**config.mk**
```make
export PLATFORM = sky130hd
export DESIGN_NAME = msx_cycle_sched
export DESIGN_NICKNAME = d
export VERILOG_FILES = /design/src/rtl/msx_pkg.sv /design/src/rtl/msx_rr_arb2.sv /design/src/rtl/msx_cycle_sched.sv
export SDC_FILE = /design/constraint.sdc
export NUM_CORES = 1
export LEC_CHECK = 0
export CORE_MARGIN = 1
export CORE_UTILIZATION = 40
export CTS_CLUSTER_DIAMETER = 200
export DETAILED_ROUTE_END_ITERATION = 7
export PLACE_DENSITY = 0.76
export SLEW_MARGIN = 20
export SYNTH_ARGS = -nofsm -noshare
export SYNTH_HDL_FRONTEND = slang
export SYNTH_SLANG_ARGS = --single-unit
export TNS_END_PERCENT = 30
```
**constraint.sdc**
```tcl
create_clock -name clk -period 1.9 [get_ports clk]
set_input_delay 0.57 -clock clk [delete_from_list [all_inputs] [get_ports clk]]
set_output_delay 0.57 -clock clk [all_outputs]
set_load 0.05 [all_outputs]
```
**src/rtl/msx_pkg.sv**
```systemverilog
// Shared types and constants for the msxbus slave-bridge cycle scheduler.
package msx_pkg;

    localparam int MSX_AW = 16;
    localparam int MSX_DW = 8;

    // Bus-cycle sequencer states.
    typedef enum logic [1:0] {
        IDLE  = 2'd0,
        ADDR  = 2'd1,
        DATA  = 2'd2,
        RECOV = 2'd3
    } msx_state_e;

    // Saturating increment for the 8-bit phase and timeout counters.
    function automatic logic [7:0] sat_inc8(input logic [7:0] v);
        return (v == 8'hFF) ? v : v + 8'd1;
    endfunction

endpackage

```
**src/rtl/msx_rr_arb2.sv**
```systemverilog
// Two-way round-robin arbiter: on contention the port that did not win last time is favoured.
module msx_rr_arb2 (
    input  logic       clk,
    input  logic       rst_n,
    input  logic [1:0] req,
    input  logic       advance,
    output logic [1:0] gnt
);

    logic rr_ptr_r;
    logic [1:0] gnt_s;

    // Grant the lone requester, or the port other than rr_ptr when both request.
    always_comb begin
        gnt_s = 2'b00;
        case (req)
            2'b01:   gnt_s = 2'b01;
            2'b10:   gnt_s = 2'b10;
            2'b11:   gnt_s = rr_ptr_r ? 2'b01 : 2'b10;
            default: gnt_s = 2'b00;
        endcase
    end

    // Remember the winner of a contended grant; uncontended grants leave the pointer alone.
    always_ff @(posedge clk) begin
        if (!rst_n) begin
            rr_ptr_r <= 1'b0;
        end else if (advance && (req == 2'b11)) begin
            rr_ptr_r <= gnt_s[1];
        end else begin
            rr_ptr_r <= rr_ptr_r;
        end
    end

    assign gnt = gnt_s;

endmodule

```
**src/rtl/msx_cycle_sched.sv**
```systemverilog
// Two-port msxbus cycle scheduler: arbitrates host/DMA and sequences address, data and recovery phases.
module msx_cycle_sched
    import msx_pkg::*;
#(
    parameter int ADDR_CYC  = 2,
    parameter int DATA_CYC  = 4,
    parameter int RECOV_CYC = 1,
    parameter int TMO_CYC   = 255
) (
    input  logic              clk,
    input  logic              rst_n,
    input  logic              req0,
    input  logic              req1,
    input  logic [MSX_AW-1:0] addr0,
    input  logic [MSX_AW-1:0] addr1,
    input  logic [MSX_DW-1:0] wdata0,
    input  logic [MSX_DW-1:0] wdata1,
    input  logic              rw0,
    input  logic              rw1,
    input  logic              mio0,
    input  logic              mio1,
    input  logic              slot0,
    input  logic              slot1,
    output logic              ack0,
    output logic              ack1,
    output logic              err0,
    output logic              err1,
    output logic [MSX_DW-1:0] rdata,
    output logic              busy,
    output logic              cs,
    output logic              a0,
    output logic              mode,
    output logic              mio,
    output logic              rw,
    output logic              sltsl,
    output logic [15:0]       md_out,
    output logic              md_oe,
    input  logic [15:0]       md_in,
    input  logic              wait_n
);

    localparam logic [7:0] ADDR_LAST  = 8'(ADDR_CYC - 1);
    localparam logic [7:0] DATA_LAST  = 8'(DATA_CYC - 1);
    localparam logic [7:0] RECOV_LAST = 8'(RECOV_CYC - 1);
    localparam logic [7:0] TMO_LAST   = 8'(TMO_CYC);

    msx_state_e        state_r, state_nx;
    logic [7:0]        ph_cnt_r, ph_cnt_nx;
    logic [7:0]        tmo_cnt_r, tmo_cnt_nx;
    logic [1:0]        gnt_s;
    logic              grant_s, exit_s;
    logic              port_r, rd_r, mio_r, slot_r;
    logic [MSX_AW-1:0] addr_r;
    logic [MSX_DW-1:0] wdata_r;
    logic              cs_r, cs_nx, a0_r, a0_nx, md_oe_r, md_oe_nx, busy_r, busy_nx;
    logic [15:0]       md_out_r, md_out_nx;
    logic [MSX_DW-1:0] rdata_r, rdata_nx;
    logic [1:0]        ack_r, ack_nx, err_r, err_nx;
    logic              unused_md_hi_s;

    // Only the low byte of md carries read data.
    assign unused_md_hi_s = ^md_in[15:8];

    msx_rr_arb2 u_arb (
        .clk     (clk),
        .rst_n   (rst_n),
        .req     ({req1, req0}),
        .advance (grant_s),
        .gnt     (gnt_s)
    );

    // Next-state and next-output logic for the phase sequencer.
    always_comb begin
        state_nx   = state_r;
        ph_cnt_nx  = ph_cnt_r;
        tmo_cnt_nx = tmo_cnt_r;
        cs_nx      = cs_r;
        a0_nx      = a0_r;
        md_oe_nx   = md_oe_r;
        md_out_nx  = md_out_r;
        busy_nx    = busy_r;
        rdata_nx   = rdata_r;
        ack_nx     = 2'b00;
        err_nx     = 2'b00;
        grant_s    = 1'b0;
        exit_s     = 1'b0;
        case (state_r)
            IDLE: begin
                if (gnt_s != 2'b00) begin
                    grant_s   = 1'b1;
                    state_nx  = ADDR;
                    ph_cnt_nx = 8'd0;
                    cs_nx     = 1'b0;
                    a0_nx     = 1'b0;
                    md_oe_nx  = 1'b1;
                    md_out_nx = gnt_s[1] ? addr1 : addr0;
                    busy_nx   = 1'b1;
                end else begin
                    cs_nx    = 1'b1;
                    a0_nx    = 1'b0;
                    md_oe_nx = 1'b0;
                    busy_nx  = 1'b0;
                end
            end
            ADDR: begin
                if (ph_cnt_r >= ADDR_LAST) begin
                    state_nx   = DATA;
                    ph_cnt_nx  = 8'd0;
                    tmo_cnt_nx = 8'd0;
                    a0_nx      = 1'b1;
                    if (rd_r) begin
                        md_oe_nx = 1'b0;
                    end else begin
                        md_oe_nx  = 1'b1;
                        md_out_nx = {8'h00, wdata_r};
                    end
                end else begin
                    ph_cnt_nx = sat_inc8(ph_cnt_r);
                end
            end
            DATA: begin
                if (ph_cnt_r < DATA_LAST) begin
                    ph_cnt_nx = sat_inc8(ph_cnt_r);
                end else if (wait_n) begin
                    exit_s = 1'b1;
                    ack_nx = port_r ? 2'b10 : 2'b01;
                    if (rd_r) begin
                        rdata_nx = md_in[7:0];
                    end else begin
                        rdata_nx = rdata_r;
                    end
                end else if (tmo_cnt_r >= TMO_LAST) begin
                    exit_s = 1'b1;
                    err_nx = port_r ? 2'b10 : 2'b01;
                end else begin
                    tmo_cnt_nx = sat_inc8(tmo_cnt_r);
                end
                if (exit_s) begin
                    state_nx  = RECOV;
                    ph_cnt_nx = 8'd0;
                    cs_nx     = 1'b1;
                    md_oe_nx  = 1'b0;
                    a0_nx     = 1'b0;
                end else begin
                    state_nx = DATA;
                end
            end
            RECOV: begin
                if (ph_cnt_r >= RECOV_LAST) begin
                    state_nx = IDLE;
                    busy_nx  = 1'b0;
                end else begin
                    ph_cnt_nx = sat_inc8(ph_cnt_r);
                end
            end
            default: begin
                state_nx = IDLE;
                cs_nx    = 1'b1;
                a0_nx    = 1'b0;
                md_oe_nx = 1'b0;
                busy_nx  = 1'b0;
            end
        endcase
    end

    // State register and phase/timeout counters.
    always_ff @(posedge clk) begin
        if (!rst_n) begin
            state_r   <= IDLE;
            ph_cnt_r  <= 8'd0;
            tmo_cnt_r <= 8'd0;
        end else begin
            state_r   <= state_nx;
            ph_cnt_r  <= ph_cnt_nx;
            tmo_cnt_r <= tmo_cnt_nx;
        end
    end

    // Capture the granted port's request so later input changes cannot disturb the cycle.
    always_ff @(posedge clk) begin
        if (!rst_n) begin
            port_r  <= 1'b0;
            addr_r  <= 16'h0000;
            wdata_r <= 8'h00;
            rd_r    <= 1'b1;
            mio_r   <= 1'b1;
            slot_r  <= 1'b1;
        end else if (grant_s) begin
            port_r  <= gnt_s[1];
            addr_r  <= gnt_s[1] ? addr1  : addr0;
            wdata_r <= gnt_s[1] ? wdata1 : wdata0;
            rd_r    <= gnt_s[1] ? rw1    : rw0;
            mio_r   <= gnt_s[1] ? mio1   : mio0;
            slot_r  <= gnt_s[1] ? slot1  : slot0;
        end else begin
            port_r  <= port_r;
            addr_r  <= addr_r;
            wdata_r <= wdata_r;
            rd_r    <= rd_r;
            mio_r   <= mio_r;
            slot_r  <= slot_r;
        end
    end

    // Registered bridge strobes, md bus drive, read data and completion pulses.
    always_ff @(posedge clk) begin
        if (!rst_n) begin
            cs_r     <= 1'b1;
            a0_r     <= 1'b0;
            md_oe_r  <= 1'b0;
            md_out_r <= 16'h0000;
            busy_r   <= 1'b0;
            rdata_r  <= 8'h00;
            ack_r    <= 2'b00;
            err_r    <= 2'b00;
        end else begin
            cs_r     <= cs_nx;
            a0_r     <= a0_nx;
            md_oe_r  <= md_oe_nx;
            md_out_r <= md_out_nx;
            busy_r   <= busy_nx;
            rdata_r  <= rdata_nx;
            ack_r    <= ack_nx;
            err_r    <= err_nx;
        end
    end

    assign cs     = cs_r;
    assign a0     = a0_r;
    assign md_oe  = md_oe_r;
    assign md_out = md_out_r;
    assign busy   = busy_r;
    assign rdata  = rdata_r;
    assign ack0   = ack_r[0];
    assign ack1   = ack_r[1];
    assign err0   = err_r[0];
    assign err1   = err_r[1];
    assign mio    = mio_r;
    assign rw     = rd_r;
    assign sltsl  = slot_r;
    assign mode   = 1'b0;

endmodule

```
# Word level (Yosys, flattened, before mapping)
# Cells that the tools add are included.
op_classes:
  add_sub_neg: 2
  n_eq_ne: 19
  magnitude_cmp: 4
  bitwise_logic: 5
  n_mux: 47
  reduce_logical: 18
op_table:
  columns: ["cell", "count"]
  rows:
  - ["8-bit two-way mux", 12]
  - ["16-bit two-way mux", 4]
  - ["16-bit case mux with 2 select lines", 1]
  - ["8-bit case mux with 4 select lines", 1]
  - ["2-bit inequality test (second input constant)", 10]
  - ["1-bit two-way mux", 17]
  - ["8-bit by 1-bit adder with 8-bit output (second input constant)", 2]
  - ["8-bit == test (second input constant)", 2]
  - ["8-bit by 1-bit greater-or-equal comparator with 1-bit output (second input constant)", 2]
  - ["8-bit case mux with 2 select lines", 1]
  - ["2-bit two-way mux", 5]
  - ["2-bit nonzero test", 5]
  - ["3-bit AND reduction", 3]
  - ["2-bit == test (second input constant)", 4]
  - ["8-bit greater-or-equal comparator (second input constant)", 1]
  - ["8-bit by 2-bit less-than comparator with 1-bit output (second input constant)", 1]
  - ["2-bit case mux with 4 select lines", 1]
  - ["4-bit AND reduction", 2]
  - ["1-bit case mux with 3 select lines", 2]
  - ["2-bit case mux with 3 select lines", 1]
  - ["6-bit AND reduction", 1]
  - ["1-bit NOT", 5]
  - ["5-bit OR reduction", 1]
  - ["2-bit by 1-bit == test with 1-bit output (second input constant)", 2]
  - ["7 further kinds", 9]
word_totals:
  reg_bits: 63
  inputBits: 75
  wordCells: 112

# Longest topological paths before layout
# Gate-level depths: netlist of run 1.
logic_depth:
  depth_word: 7
  mapped_depth: 9

# By module
# A second synthesis of run 1 with hierarchy kept.
unflattened:
  cells_unflattened: 349
  area_unflattened_um2: 3153.0
by_module_without_submodules:
  columns: ["mod", "area_each_um2", "cells_per_inst", "instances"]
  rows:
  - ["msx_cycle_sched", 3089.2, 341, 1]
  - ["msx_rr_arb2", 63.8, 8, 1]

# Least setup slack after synthesis of run 1
# OpenSTA, ideal clock, no wires.
synth_timing:
  path_type: "flip-flop to flip-flop"
  from: "reg ph_cnt_r[0]"
  to: "reg md_out_r[14] (netlist: md_out[14])"
  path_stages_with_launch: 9
  arrival_time_ns: 1.873
  synth_period_minus_slack_ns: 1.960
  n_path_buf: 2
  required_time_ns: 1.813
  setup_slack_ns: -0.060
  path_cell_list: "dfxtp_1 inv_1 ha_1 and3b_1 a32oi_1 o21ai_2 buf_4 buf_4 o31ai_1"
synth_between:
  elab_chain_cells: 3
synth_lines:
  columns: ["element", "line", "source"]
  rows:
  - ["start, declared", "msx_cycle_sched.sv:48", "logic [7:0] ph_cnt_r, ph_cnt_nx;"]
  - ["start signal, assigned", "msx_cycle_sched.sv:174", "ph_cnt_r <= ph_cnt_nx;"]
  - ["8-bit by 1-bit greater-or-equal comparator with 1-bit output", "msx_cycle_sched.sv:106", "if (ph_cnt_r >= ADDR_LAST) begin"]
  - ["2-bit inequality test (no source line)", null, null]
  - ["4-bit AND reduction (no source line)", null, null]
  - ["end signal, assigned", "msx_cycle_sched.sv:220", "md_out_r <= md_out_nx;"]
  - ["end, declared", "msx_cycle_sched.sv:56", "logic [15:0] md_out_r, md_out_nx;"]
# No other way between the ends.
# A chain may end at the register's enable or synchronous reset.

# Worst setup path in the final report of run 1
layout_timing:
  from: "reg ph_cnt_r[7]"
  to: "reg tmo_cnt_r[4]"
layout_between:
  elab_chain_cells: 3
layout_lines:
  columns: ["element", "line", "source"]
  rows:
  - ["8-bit by 2-bit less-than comparator with 1-bit output or 8-bit by 1-bit greater-or-equal comparator with 1-bit output (tied branches)", "msx_cycle_sched.sv:122, msx_cycle_sched.sv:106", null]
  - ["2-bit inequality test (no source line)", null, null]
  - ["6-bit AND reduction (no source line) (*)", null, null]
  - ["end signal, assigned", "msx_cycle_sched.sv:175", "tmo_cnt_r <= tmo_cnt_nx;"]
  - ["end, declared", "msx_cycle_sched.sv:49", "logic [7:0] tmo_cnt_r, tmo_cnt_nx;"]
# Mark *: on every way between the ends. The rest lies on a longest branch, timed or not.

==> flow_summary.yaml, run 1 <==
critical_path:
  critical-path-top-delay-family: "simple AND/OR/NAND/NOR gates"
  cp.required_ns: 2.18
  worst-endpoint-arrival_ns: 2.17
  worst-setup-path-type: "reg -> reg"
  path_buf_inv: 0
  r2r_cells: 5
  crit_chain: "or4_4 > o31ai_4 > o21ai_2 > or4_1 > nand2_1"
  worst_setup_path_end_kind: "flop"
  slowest_stage: "or4_4"
  path_depth: 5
  critPathMaxStageDelay_ns: 0.58
  cp-start-kind: "flop"
  path_max_fanout: 4
timing:
  fmax_ghz: 0.530
  setup_violations: 0
  worst_pin_slew_ns: 0.562
  rsz0062_at_grt: "yes"
  period_minus_slack_ns: 1.89
  finalSetupTns_ns: 0
  fin_ws_ns: 0.0118
  maxSlewHeadroom_pct: 62.3
  final_max_slew_viol_count: 0
  skew_ns: 0.0111
  final-hold-violation-count: 0
  period_share_pct: 99.4
pwr:
  pwr-share-clk_pct: 19.9
  peakVddDrop_v: 0.000777
  p_int_mw: 3.91
  leakagePower_nw: 2.04
  power.density_nw_per_um2: 1410
  pwr-share-comb_pct: 53.0
  p_switching_mw: 2.83
  p_sw_share_pct: 41.9
  p_seq_share_pct: 27.2
yosys:
  synthCells: 333
  synth.distinct_cells: 50
  synthArstFlopShare_pct: 0
  ys.warnings.count: 0
  ys_seq_area_share_pct: 40.9
  synth_ff_type: "dfxtp_1"
  netlist_area_um2: 3080
  avgSynthCellArea_um2: 9.25
  synth_seq_cells: 63
  synth_edf_count: 0
  synth.net_count: 416
die:
  row_count: 31
  dieArea_um2: 8060
  core_um2: 7330
  die-width_um: 89.8
  start_util_pct: 42.0
  ios: 111
  die_h_um: 89.8
clock_tree:
  cts.sinks: 63
  insertion_delay_ns: 0.35
  cts_tree: "yes"
  cts-root-buf: "clkbuf_8"
  clockBufferDepth: 2
  htreeDepth: 3
  numCtsBuffers: 9
  postCtsHoldBufs: 0
  clk_pin_slew_ns: 0.08
routing:
  num_vias: 2983
  ant_nets: 0
  wl_per_cell_um: 13.8
  drt_iter0_markers: 84
  vias_per_cell: 5.18
  drc_errors: 0
  wl_um: 7930
  drt_pass1_iterations: 4
placement:
  port_buffers: 101
  post-place-ws_ns: -0.344
  place.gp.congestion: 0.778
  dpl.hpwl_um: 5660
run:
  cap_violations: 0
cells_and_area:
  area_growth_pct: 55.0
  layout-drive-gt1-share_pct: 26.4
  n_antenna_cell: 0
  fin_util_pct: 65.1
  num-nets-final: 555
run_status:
  status: "complete, no violations"
global_route:
  grt-ovfl-total: 0
  grt_max_degree: 25
  track_usage_pct: 19.2
  grt_use_met2_pct: 32.4
  first_global_vias: 2823
  antenna_found_initial: 0
  grtUsageMet1_pct: 22.7
  busiest_layer: "met2"
  use_met3_pct: 7.02
  grt_pass1_wl_um: 12600
min_path:
  hold_class: "reg -> reg"
  whs_path_depth: 2
==> cells in the mapped netlist, drive strengths merged, types with 3 or more instances <==
master / instances / area share, %
nand2: 32 / 3.9
o31ai: 14 / 3.9
o211ai: 5 / 1.2
buf: 9 / 1.7
a21oi: 10 / 1.6
nor4: 3 / 0.61
nor2b: 23 / 4.7
nor3: 6 / 0.97
ha: 8 / 3.2
dfxtp: 63 / 41
o211a: 8 / 2.6
or4: 5 / 1.3
and3: 4 / 0.81
nand3: 19 / 3.1
clkbuf: 12 / 1.5
inv: 8 / 0.97
mux2i: 45 / 15
nand4: 6 / 1.2
nor2: 8 / 0.97
o21ai: 17 / 3.0
==> registers in the layout (all words and copies together), names as in the netlist <==
register / count
md_out: 16
ph_cnt_r: 8
rdata: 8
tmo_cnt_r: 8
wdata_r: 8
ack_r: 2
err_r: 2
state_r: 2
a0: 1
busy: 1
cs: 1
md_oe: 1
mio: 1
port_r: 1
rw: 1
sltsl: 1
u_arb.rr_ptr_r: 1
==> worst paths after layout <==
path | from | end | slack [ns]
hold reg to reg | a0 | a0 | 0.46
setup reg to reg | ph_cnt_r[7] | tmo_cnt_r[4] | 0.01
setup / recovery | ph_cnt_r[7] | tmo_cnt_r[4] | 0.01
hold / removal | a0 | a0 | 0.46
==> logic make-up (layout without fill, tap and decap cells) <==
| group | after synthesis | in the layout | share of synthesized area [%] |
|---|---|---|---|
| simple gates | 117 | 117 | 20.1 |
| compound gates | 68 | 70 | 16.2 |
| flops | 63 | 63 | 40.9 |
| mux | 45 | 45 | 14.6 |
| buf+inv | 29 | 171 | 4.10 |
| fa+ha+maj | 8 | 8 | 3.25 |
| xor+xnor | 2 | 2 | 0.569 |
| other cells | 1 | 1 | 0.122 |
==> metrics by stage <==
step,power [mW],instances,hold WS (ns),area [µm²]
after floorplan,4.04,333,0.445,3100
after global placement,5.11,552,0.454,4380
after detailed placement,5.18,552,0.452,4380
after CTS,6.54,568,0.465,4620
after global routing,7.10,576,0.490,4770
final,6.74,576,0.459,4770
==> worst register-to-register path: cells and delay by family, from the launching register on <==
| kind | cells | cell delay [ns] |
|---|---|---|
| compound gates | 2 | 0.34 |
| flops | 1 | 0.33 |
| simple gates | 3 | 1.15 |
==> metal layers <==
layer | share of wire (%) | vias to the layer above
li1 | - | 1487
met1 | 44 | 1381
met2 | 48 | 104
met3 | 7.1 | 11
met4 | 1.7 | 0
met5 | 0 | -
==> repair_timing <==
item	CTS	global route
endpoints found under the hold margin	0	0
gates cloned	0	2
buffers inserted	0	6
pin swaps	0	3
resized for setup	2	17
endpoints found under the setup margin	9	32
==> placed cells by master, fill, tap and decap left out, drive strengths merged, types with 10 or more instances in the layout <==
cell type and n:
o31ai 14, nand3 19, buf 82, clkbuf 11, a21oi 10, nand2 32
nor2b 23, o21ai 19, dfxtp 63, clkdlybuf4s50 63, mux2i 45
==> power by group through the flow <==
stage | combinational [mW] | sequential (mW) | clock, mW
finish | 3.57 | 1.83 | 1.34
global route | 3.82 | 1.87 | 1.41
CTS | 3.36 | 1.82 | 1.36
detailed placement | 3.33 | 1.85 | 0
global placement | 3.27 | 1.84 | 0
floorplan | 1.50 | 2.54 | 0
==> cell type report <==
class | instances | area (µm²)
Fill cell | 578 | 2560
Multi-Input combinational cell | 243 | 1820
Timing Repair Buffer | 147 | 1310
Sequential cell | 63 | 1260
Clock buffer | 11 | 151
Tap cell | 99 | 124
Clock inverter | 5 | 80.1
Inverter | 8 | 30.0
Note: power is estimated with default switching activity, not from simulation.
==> run 2, diff against run 1 <==
--- a/config.mk
+++ b/config.mk
@@ -9,6 +9,7 @@
 export CORE_UTILIZATION = 40
 export CTS_CLUSTER_DIAMETER = 200
 export DETAILED_ROUTE_END_ITERATION = 7
+export GPL_ROUTABILITY_DRIVEN = 0
 export PLACE_DENSITY = 0.76
 export SLEW_MARGIN = 20
 export SYNTH_ARGS = -nofsm -noshare
==> results of run 2 <==
Final layout, timing and power as in run 1 (identical DEF).
==> run 3, diff against run 2 <==
--- a/config.mk
+++ b/config.mk
@@ -10,7 +10,7 @@
 export CTS_CLUSTER_DIAMETER = 200
 export DETAILED_ROUTE_END_ITERATION = 7
 export GPL_ROUTABILITY_DRIVEN = 0
-export PLACE_DENSITY = 0.76
+export PLACE_DENSITY = 0.73
 export SLEW_MARGIN = 20
 export SYNTH_ARGS = -nofsm -noshare
 export SYNTH_HDL_FRONTEND = slang
==> constraint.sdc (replaced) <==
create_clock -name clk -period 1.75 [get_ports clk]
set_input_delay 0.525 -clock clk [delete_from_list [all_inputs] [get_ports clk]]
set_output_delay 0.525 -clock clk [all_outputs]
set_load 0.05 [all_outputs]
==> flow_summary.yaml, run 3 (synthesis gave the netlist of run 1 again) <==
critical_path:
  reg2reg_to: "tmo_cnt_r[4]"
  r2r_slack_ns: -0.07
  cp.required_ns: 2.03
  r2r_cells: 5
  path_max_fanout: 4
  worst_setup_path_end_kind: "flop"
  worst-setup-path-type: "reg -> reg"
  cp-start-kind: "flop"
  rr_startpoint: "ph_cnt_r[4]"
  worst-endpoint-arrival_ns: 2.09
clock_tree:
  numCtsBuffers: 9
  cts.sinks: 63
  insertion_delay_ns: 0.33
  clockBufferDepth: 2
  cts-root-buf: "clkbuf_8"
  postCtsHoldBufs: 0
  cts_tree: "yes"
  clk_pin_slew_ns: 0.07
  htreeDepth: 3
cells_and_area:
  fin_area_um2: 5570
  final_cell_mix: "67 x buf_4, 63 x clkdlybuf4s50_1, 56 x dfxtp_1"
  largest_reg_flops: 16
  final_common_cell: "buf_4"
  num-nets-final: 579
  area_growth_pct: 80.9
  layout-drive-gt1-share_pct: 37.4
routing:
  drc_errors: 0
  vias_per_cell: 5.41
  drt_iter0_markers: 178
  drt_pass1_iterations: 4
  ant_nets: 0
  wl_per_cell_um: 17.0
  num_vias: 3243
  wl_um: 10200
die:
  dieArea_um2: 8060
  ios: 111
  die-width_um: 89.8
  core_um2: 7330
  row_count: 31
  die_h_um: 89.8
  start_util_pct: 42.0
timing:
  maxSlewHeadroom_pct: 52.8
  fmax_ghz: 0.550
  skew_ns: 0.0114
  fin_ws_ns: -0.0671
  setup_violations: 15
  rsz0062_at_grt: "yes"
  final_max_slew_viol_count: 0
  worst_pin_slew_ns: 0.708
  period_share_pct: 104
  final-hold-violation-count: 0
  finalSetupTns_ns: -0.329
  period_minus_slack_ns: 1.82
placement:
  dpl.hpwl_um: 6330
  port_buffers: 101
  place_area_um2: 4810
pwr:
  peakVddDrop_v: 0.000796
  leakagePower_nw: 2.31
  power.density_nw_per_um2: 1590
global_route:
  grt_pass1_wl_um: 15200
  grt-ovfl-total: 0
  first_global_vias: 3151
  track_usage_pct: 23.4
  grt_max_degree: 25
  antenna_found_initial: 0
run_status:
  status: "finished, violations left"
  violations: "negative setup slack"
min_path:
  hp-start: "md_out[10]"
  hold_end: "md_out[10]"
  hold_class: "reg -> reg"
  whs_path_depth: 2
run:
  cap_violations: 0
-- run 3: changes by cell type in the layout (fill, tap and decap cells not counted), moves of 6 or more --
cell	before	now
nand3_1	18	10
buf_4	78	67
o31ai_4	1	7
buf_12	3	29
dfxtp_1	62	56
buf_6	0	8
o31ai_1	11	5
-- run 3: critical path, stage by stage (launching register included) --
cell,delay (ns)
dfxtp_2,0.32
or4_4,0.58
o31ai_4,0.22
o21ai_2,0.08
or4_1,0.49
nand2_1,0.08
-- run 3: through the flow --
stage	utilization, %	instances	total power, mW	hold slack (ns)	worst slack (ns)
after CTS	72.7	589	8.40	0.476	-0.0678
after floorplan	-	333	4.44	0.445	-0.0612
after global routing	76.0	599	9.23	0.497	-0.118
final	76.0	600	8.87	0.487	-0.0671
after detailed placement	65.6	564	6.26	0.471	-0.473
after global placement	65.6	564	6.16	0.456	-0.384
-- run 3: per-layer routing --
metal	share of wire (%)	wire length, µm	global-route usage (%)	vias up
met5	0	0	0	-
met4	1.8	184	8.06	0
met3	5.2	536	4.99	20
met2	53	5390	41.7	112
met1	40	4110	27.7	1574
li1	-	-	-	1537
-- run 3: layout make-up --
type	instances	area, µm²
Clock buffer	13	179
Antenna cell	1	2.50
Tap cell	99	124
Multi-Input combinational cell	242	2040
Inverter	8	32.5
Fill cell	440	1760
Timing Repair Buffer	172	1880
Clock inverter	2	37.5
Sequential cell	63	1270
-- run 3: how the worst max path moves through the flow --
stage | from | endpoint | slack [ns] | depth (start not counted)
finish | ph_cnt_r[4] | tmo_cnt_r[4] | -0.07 | 5
floorplan | ph_cnt_r[4] | tmo_cnt_r[4] | -0.06 | 5
global placement | wait_n | tmo_cnt_r[7] | -0.38 | 6
global route | state_r[0] | tmo_cnt_r[2] | -0.12 | 8
CTS | ph_cnt_r[2] | tmo_cnt_r[4] | -0.07 | 5
detailed placement | wait_n | tmo_cnt_r[5] | -0.47 | 6
-- run 3: power by group --
group          internal (mW)  leakage [nW]  switching (mW)
sequential              1.79         0.518           0.360
combinational           2.61          1.68            2.73
clock                  0.807         0.108           0.571
-- run 3: timing repair --
item	4_1_cts	5_1_grt
cloned	2	1
pin swaps	17	10
resized for setup	41	37
endpoints found under the setup margin	40	44
buffers inserted	8	9
